### config.mk
export PLATFORM = sky130hd
export DESIGN_NAME = cgra_config_emitter
export DESIGN_NICKNAME = d
export VERILOG_FILES = /design/src/rtl/cgra_config_emitter.sv
export SDC_FILE = /design/constraint.sdc
export NUM_CORES = 1
export LEC_CHECK = 0
export ABC_AREA = 1
export BUFFER_PORTS_ARGS = -buffer_cell sky130_fd_sc_hd__buf_2
export CORE_MARGIN = 10
export CORE_UTILIZATION = 45
export DETAILED_ROUTE_END_ITERATION = 8
export PLACE_DENSITY = 0.68
export SYNTH_ARGS = -nofsm -noshare
export SYNTH_HDL_FRONTEND = slang
export SYNTH_SLANG_ARGS = --single-unit
### constraint.sdc
create_clock -name clk -period 2.7 [get_ports clk]
set_clock_uncertainty 0.15 [all_clocks]
set_input_delay 0.27 -clock clk [delete_from_list [all_inputs] [get_ports clk]]
set_output_delay 0.27 -clock clk [all_outputs]
set_load 0.01 [all_outputs]
### src/rtl/cgra_config_emitter.sv
// cgra_config_emitter: walks the CGRA routing table after routing completes
// and streams one {pe_idx, entry} configuration word per PE over a
// valid/ready handshake, finishing with a trailer word that carries the
// number of PE words emitted.
// Optional build macro CFG_CHECKSUM_EN adds a checksum word (XOR of all
// emitted PE words) just before the trailer.
module cgra_config_emitter #(
  parameter int NUM_PE     = 16,
  parameter int ADDR_W     = 4,
  parameter int ENTRY_W    = 6,
  parameter int MAX_BYPASS = 2,
  parameter int SKIP_EMPTY = 1
) (
  input  logic                      clk,
  input  logic                      reset,
  input  logic                      start,
  output logic                      busy,
  output logic                      done,
  output logic                      rd_en,
  output logic [ADDR_W-1:0]         rd_addr,
  input  logic [ENTRY_W-1:0]        rd_data,
  output logic                      cfg_valid,
  input  logic                      cfg_ready,
  output logic [ADDR_W+ENTRY_W-1:0] cfg_data,
  output logic                      cfg_last,
  output logic                      err_bypass
);

  localparam int WORD_W = ADDR_W + ENTRY_W;
  localparam int CNT_W  = $clog2(NUM_PE + 1);
  // Index carries one extra bit so stepping past the last PE cannot wrap.
  localparam logic [ADDR_W:0] LAST_IDX = (ADDR_W + 1)'(NUM_PE - 1);
  localparam logic [1:0]      MAX_BP   = 2'(MAX_BYPASS);

  typedef enum logic [2:0] {
    IDLE    = 3'd0,
    READ    = 3'd1,
    CAPTURE = 3'd2,
    EMIT    = 3'd3,
    TRAIL   = 3'd4,
`ifdef CFG_CHECKSUM_EN
    CSUM    = 3'd6,
`endif
    DONE    = 3'd5
  } state_t;

  // Where the scan goes once the last table entry has been handled.
`ifdef CFG_CHECKSUM_EN
  localparam state_t TAIL = CSUM;
`else
  localparam state_t TAIL = TRAIL;
`endif

  state_t state, state_next;

  logic [ADDR_W:0]   index;
  logic [CNT_W-1:0]  count;
  logic [WORD_W-1:0] word;
`ifdef CFG_CHECKSUM_EN
  logic [WORD_W-1:0] checksum;
`endif

  logic is_last;
  logic skip_entry;

  function automatic logic bypass_illegal(input logic [ENTRY_W-1:0] entry);
    return entry[ENTRY_W-1 -: 2] > MAX_BP;
  endfunction

  function automatic logic entry_skipped(input logic [ENTRY_W-1:0] entry);
    return (SKIP_EMPTY != 0) && (entry == '0);
  endfunction

  assign is_last    = (index == LAST_IDX);
  assign skip_entry = entry_skipped(rd_data);

  // State register; reset overrides everything, including a pending handshake.
  always_ff @(posedge clk) begin
    if (reset) begin
      state <= IDLE;
    end else begin
      state <= state_next;
    end
  end

  // Next-state logic. cfg_ready only matters in states that present a word.
  always_comb begin
    state_next = state;
    unique case (state)
      IDLE:    if (start) state_next = READ;
      READ:    state_next = CAPTURE;
      CAPTURE: begin
        if (skip_entry) state_next = is_last ? TAIL : READ;
        else            state_next = EMIT;
      end
      EMIT:    if (cfg_ready) state_next = is_last ? TAIL : READ;
`ifdef CFG_CHECKSUM_EN
      CSUM:    if (cfg_ready) state_next = TRAIL;
`endif
      TRAIL:   if (cfg_ready) state_next = DONE;
      DONE:    state_next = IDLE;
      default: state_next = IDLE;
    endcase
  end

  // Moore outputs decoded from state, so cfg_valid never looks at cfg_ready.
  always_comb begin
    busy      = 1'b0;
    done      = 1'b0;
    rd_en     = 1'b0;
    rd_addr   = '0;
    cfg_valid = 1'b0;
    cfg_data  = '0;
    cfg_last  = 1'b0;
    unique case (state)
      IDLE:    ;
      READ: begin
        busy    = 1'b1;
        rd_en   = 1'b1;
        rd_addr = index[ADDR_W-1:0];
      end
      CAPTURE: busy = 1'b1;
      EMIT: begin
        busy      = 1'b1;
        cfg_valid = 1'b1;
        cfg_data  = word;
      end
`ifdef CFG_CHECKSUM_EN
      CSUM: begin
        busy      = 1'b1;
        cfg_valid = 1'b1;
        cfg_data  = checksum;
      end
`endif
      TRAIL: begin
        busy      = 1'b1;
        cfg_valid = 1'b1;
        cfg_last  = 1'b1;
        cfg_data  = {{(WORD_W - CNT_W){1'b0}}, count};
      end
      DONE:    done = 1'b1;
      default: ;
    endcase
  end

  // Scan bookkeeping: index, latched word, emitted count, checksum, sticky error.
  always_ff @(posedge clk) begin
    if (reset) begin
      index      <= '0;
      count      <= '0;
      word       <= '0;
      err_bypass <= 1'b0;
`ifdef CFG_CHECKSUM_EN
      checksum   <= '0;
`endif
    end else begin
      unique case (state)
        IDLE: begin
          if (start) begin
            index      <= '0;
            count      <= '0;
            err_bypass <= 1'b0;
`ifdef CFG_CHECKSUM_EN
            checksum   <= '0;
`endif
          end
        end
        CAPTURE: begin
          word <= {index[ADDR_W-1:0], rd_data};
          if (bypass_illegal(rd_data)) err_bypass <= 1'b1;
          if (skip_entry && !is_last) index <= index + (ADDR_W + 1)'(1);
        end
        EMIT: begin
          if (cfg_ready) begin
            count <= count + CNT_W'(1);
`ifdef CFG_CHECKSUM_EN
            checksum <= checksum ^ word;
`endif
            if (!is_last) index <= index + (ADDR_W + 1)'(1);
          end
        end
        default: ;
      endcase
    end
  end

endmodule
# ---- After elaboration in Yosys (flattened, before gate mapping)
# Cells that the tools add are included.
dict set report word_totals {
  ff_bits 24
  inputBits 10
  output_inout_bits 20
  wordCells 56
}
dict set report op_classes {
  reduce_logical 13
  n_addsub 2
  mux 23
  n_lt_le_gt_ge 1
  n_eq_ne 12
}
# op count
set ops {}
lappend ops {{5-bit 2-to-1 mux} 5}
lappend ops {{10-bit case mux with 2 select lines} 1}
lappend ops {{3-bit 2-to-1 mux} 5}
lappend ops {{3-bit case mux with 5 select lines} 1}
lappend ops {{5-bit case mux with 3 select lines} 1}
lappend ops {{2-bit inequality test, second input constant} 6}
lappend ops {{5-bit by 1-bit adder with 5-bit output, second input constant} 2}
lappend ops {{5-bit case mux with 2 select lines} 1}
lappend ops {{3-bit AND reduction} 3}
lappend ops {{1-bit 2-to-1 mux} 7}
lappend ops {{3-bit by 2-bit equality test with 1-bit output, second input constant} 2}
lappend ops {{3-bit equality test, second input constant} 2}
lappend ops {{6-bit logical NOT} 1}
lappend ops {{5-bit by 4-bit equality test with 1-bit output, second input constant} 1}
lappend ops {{5-bit AND reduction} 1}
lappend ops {{4-bit 2-to-1 mux} 1}
lappend ops {{2-bit nonzero test} 2}
lappend ops {{4-bit OR reduction} 1}
lappend ops {{3-bit by 1-bit equality test with 1-bit output, second input constant} 1}
lappend ops {{3-bit logical NOT} 1}
lappend ops {{3-bit nonzero test} 1}
lappend ops {{2-bit > comparator, second input constant} 1}
lappend ops {{1-bit case mux with 2 select lines} 1}
lappend ops {{2-bit OR reduction} 1}
lappend ops {{2 further kinds} 2}

# ---- Longest topological paths before layout
dict set report logic_depth {
  depth_word 5
  mapped_depth 10
}

# ---- Worst setup path before layout
# Ideal clock, no wire load.
dict set report synth_path {
  kind {reg2reg}
  startpoint {register index[0]}
  endpoint {register index[0]}
  path_slack_ns 1.097
  required_time_ns 2.435
  setup_time_ns 0.115
  t_arrival_ns 1.338
  stages_incl_launch_ff 11
  path_cell_list {dfxtp_1 -> ha_1 -> nand2_1 -> nor2_1 -> ha_1 -> inv_1 -> nand4_1 -> nand2_1 -> nand3_1 -> nand2_1 -> nor2_1}
}
dict set report synth_between {
  elab_chain_cells 5
}
# item line_no
set synth_lines {}
lappend synth_lines {{from (decl)} 56} ;# logic [ADDR_W:0] index;
lappend synth_lines {{from (signal assigned)} 171} ;# if (skip_entry && !is_last) index <= index + (ADDR_W + 1)'(1);
lappend synth_lines {{from (signal assigned)} 179} ;# if (!is_last) index <= index + (ADDR_W + 1)'(1);
lappend synth_lines {{parallel branches: the longest is 5 deep, another holds 5-bit by 1-bit adder with 5-bit output} n/a}
# Parallel ways; which one is timed is not known. The select of a mux whose other input is x is not followed.
# A chain may end at the register's enable or synchronous reset.

# ---- Worst setup path in the final report
dict set report layout_path {
  startpoint {register state[0]}
  endpoint {output cfg_data[4]}
}
dict set report layout_between {
  elab_chain_cells 2
}
# item line_no
set layout_lines {}
lappend layout_lines {{from (decl)} 54} ;# state_t state, state_next;
lappend layout_lines {{from (signal assigned)} 82} ;# state <= state_next;
lappend layout_lines {{3-bit equality test / 3-bit by 2-bit equality test with 1-bit output (equally long branches)} 115} ;# unique case (state)
lappend layout_lines {{10-bit case mux with 2 select lines (*)} 115}
lappend layout_lines {{to (decl)} 24} ;# output logic [ADDR_W+ENTRY_W-1:0] cfg_data,
# Every way passes the cells marked *; elsewhere a longest branch is shown, timed or not.

==> impl_metrics.csv <==
group,metric,value,unit
worst_setup_path,path_common_cell,"nand2_1",
routing,via_per_inst,4.773,
worst_setup_path,cp.required,2.28,ns
sta,relSlewSlack,64.56,%
layout,area_delta_synth_final,16.49,%
worst_setup_path,worst_setup_path_end_kind,"output port",
clocking,clkTransAtPathRegs,0.14,ns
synth,syn_area_per_cell,6.753,sq um
clocking,clk_path_buf_depth,2,
pwr,ir_worst_vdd,0.0003577,V
worst_setup_path,critPathMaxStageDelay,0.43,ns
placement,place.gp.congestion,0.8208,
layout,multiInputGateArea,785.8,sq um
worst_setup_path,critPathLaunchType,"register",
worst_setup_path,worst_r2r_endpoint,"index[2]",
synth,synth_compound_area_share,15.69,%
floorplan,coreArea,3028,sq um
sta,period_needed,2.062,ns
layout,regArea,480.5,sq um
clocking,numCtsBuffers,3,
synth,synth_area_leaders,"dfxtp_1 34%, nand2_1 11%, a21oi_1 8.5%",
hold_path,hold_path.class,"primary input to register",
synth,ys_seq_area_share,34.04,%
worst_setup_path,startpoint,"state[0]",
synth,synth_xor_area_share,1.241,%
placement,io_buffer_count,29,
run_status,status,"completed",
grt,track_usage,11.65,%
worst_setup_path,cp_cell_sequence,"nor2_2 > nand2_1 > inv_1 > nand2_1 > o21ai_1 > buf_2",
pwr,clock_power_share,19.7,%
synth,yosys.area_share.adder,3.546,%
floorplan,die-area,5777,sq um
pwr,seq_power_share,37.3,%
grt,antenna_found_initial,0,
worst_setup_path,crit_fanout,7,
synth,yosys.area_share.simple,35.20,%
sta,fin_crit_sh,76.37,%
clocking,htreeDepth,1,
routing,wl_per_cell,12.08,um
routing,drt_iter0_drc,77,
worst_setup_path,r2r-start,"index[1]",
synth,syn_inst,209,
hold_path,whs_endpoint,"count[4]",
layout,n_antenna_cell,0,
layout,finalNetCount,253,
synth,synth_top_cell_by_area,"dfxtp_1",
clocking,postCtsHoldBufs,0,
worst_setup_path,crit_slowest_cell,"dfxtp_1",
synth,yosys-mux-area-fraction,0,%
worst_setup_path,r2r_cells,10,
routing,ant_nets,0,
pwr,fin_total_pwr,1.356,mW
grt,grt.overflow.total,0,
sta,rsz0062_at_grt,"false",
routing,drtPass1Iterations,4,
synth,syn_area,1411,sq um
pwr,intPower,0.7917,mW
worst_setup_path,r2r_slack,0.89,ns
sta,max_freq,485.0,MHz
floorplan,fp-row-count,20,
grt,grt_pass1_wl,5823,um
sta,whs,0.04437,ns
clocking,clock_sinks,24,
sta,worstMarginPinSlew,0.5311,ns
floorplan,initial_core_util,46.61,%
pwr,comb_power_share,42.9,%
clocking,cts_root_buffer,"clkbuf_4",
clocking,cts_setup_buffers,0,
placement,dpl.hpwl,2602,um
pwr,swShare,41.61,%
pwr,power.density,824.8,nW/um^2
pwr,power.switching,0.5642,mW
synth,synth_top_area_share,34.04,%
floorplan,dieHeight,76.01,um
sta,setup_viol,0,
synth,ys_ff_latch,24,
floorplan,io_pins,30,
sta,fin_tns_setup,0,ns
synth,synth_top_family_by_area,"simple AND/OR/NAND/NOR gates",
sta,slew_viol_final,0,
layout,layout-drive-gt1-share,23.53,%
worst_setup_path,arrival,1.64,ns
layout,utilization,54.30,%
layout,fillerInstances,343,
sta,hold_violations,0,
hold_path,hold-path-cell-count,2,
hold_path,hold_path.startpoint,"reset",
worst_setup_path,critical_path_class,"register to output port",
routing,via_count,1346,
clocking,clk_latency,0.32,ns
clocking,tritoncts,"built",
flow_run,cap_viol_max_count,0,
routing,route.detailed.drc,0,
floorplan,die_w,76.01,um
clocking,cts_resized,0,
grt,grt_max_degree,19,
synth,ys_warn_count,0,
grt,grt_pass1_vias,1255,
pwr,p_leak,0.7438,nW
routing,wirelength,3406,um
synth,syn-num-nets,223,
placement,dp_slack,0.9162,ns
sta,finalWorstSetupSlack,0.6380,ns
synth,yosys.cell_types.count,26,
-- sequential cells by signal, summed over array words and instances, names as in the netlist --
register    count
word           10
count           5
index           5
state           3
err_bypass      1
-- metal layers --
metal  vias up  GRT usage [%]  wire, um
li1        725              -         -
met1       591          16.00      1755
met2        26          17.35      1465
met3         4          2.830       151
met4         0          3.409        34
met5         -              0         0
-- cell families after synthesis --
| family | count (synthesis) |
|---|---|
| AOI/OAI and AO/OA | 43 |
| DFF | 24 |
| and+or+nand+nor | 100 |
| xor gates and xnor gates | 2 |
| adders and majority gates | 4 |
| buffers and inverters | 36 |
-- cell usage in the layout (no fill, tap or decap), types with 2 or more instances in the layout --
master    netlist  routed
inv_4           2       2
ha_1            4       4
nand2_2         2       2
o21ai_0         5       5
buf_2           1      29
nand2_1        40      40
nor2_4          5       5
nand3_1        14      14
o21ai_1        11      11
clkbuf_4        0       3
nand4_1         3       3
dfxtp_1        24      24
inv_1          25      25
nand2_4         3       3
a21oi_1        24      24
nor2_1         28      28
inv_2           5       5
or2_2           2       2
o22ai_1         2       2
-- synthesized netlist by cell type --
cell type,n
inv_2,5
o21ai_1,11
inv_1,25
a21oi_1,24
buf_4,1
nand2_2,2
nand2_4,3
ha_1,4
nor2_2,1
nor2_1,28
nand2_1,40
nand2_8,1
o21ai_0,5
or2_2,2
xnor2_1,1
nand4_1,3
buf_2,1
nand3_1,14
nor2_4,5
nand3b_2,1
a21oi_2,1
o22ai_1,2
clkbuf_1,2
inv_4,2
dfxtp_1,24
xor2_1,1
-- worst max-delay path by stage --
stage / endpoint / slack, ns / depth (start not counted)
finish: cfg_data[4] / 0.64 / 6
global route: cfg_data[1] / 0.50 / 6
CTS: cfg_data[4] / 0.62 / 6
detailed placement: index[1] / 0.92 / 9
global placement: index[0] / 0.96 / 9
floorplan: index[0] / 1.10 / 10
-- metrics by stage --
stage	cell area, sq um	cells
floorplan	1411	209
global placement	1592	278
detailed placement	1592	278
CTS	1644	282
global route	1644	282
finish	1644	282
-- area by class of cell --
type	instances	area share, %
flip-flops and latches	24	29.22
clock inverters	1	1.826
well taps	44	3.349
multi-input cells	149	47.79
inverters	32	7.610
clock buffers	3	1.370
repair buffers	29	8.828
-- critical path: cells and delay by family, from the launching register on --
family                 cells  cell delay, ns
buffers and inverters      2            0.30
AOI/OAI and AO/OA          1            0.07
and+or+nand+nor            3            0.52
DFF                        1            0.43
-- power by group through the flow --
stage               Combinational [mW]  Sequential, mW  Clock, mW
finish                           0.582           0.506      0.267
floorplan                        0.466           0.499          0
global route                     0.680           0.519      0.284
CTS                              0.588           0.506      0.272
detailed placement               0.586           0.513          0
global placement                 0.579           0.508          0
Power figures use the tool's default switching activity.
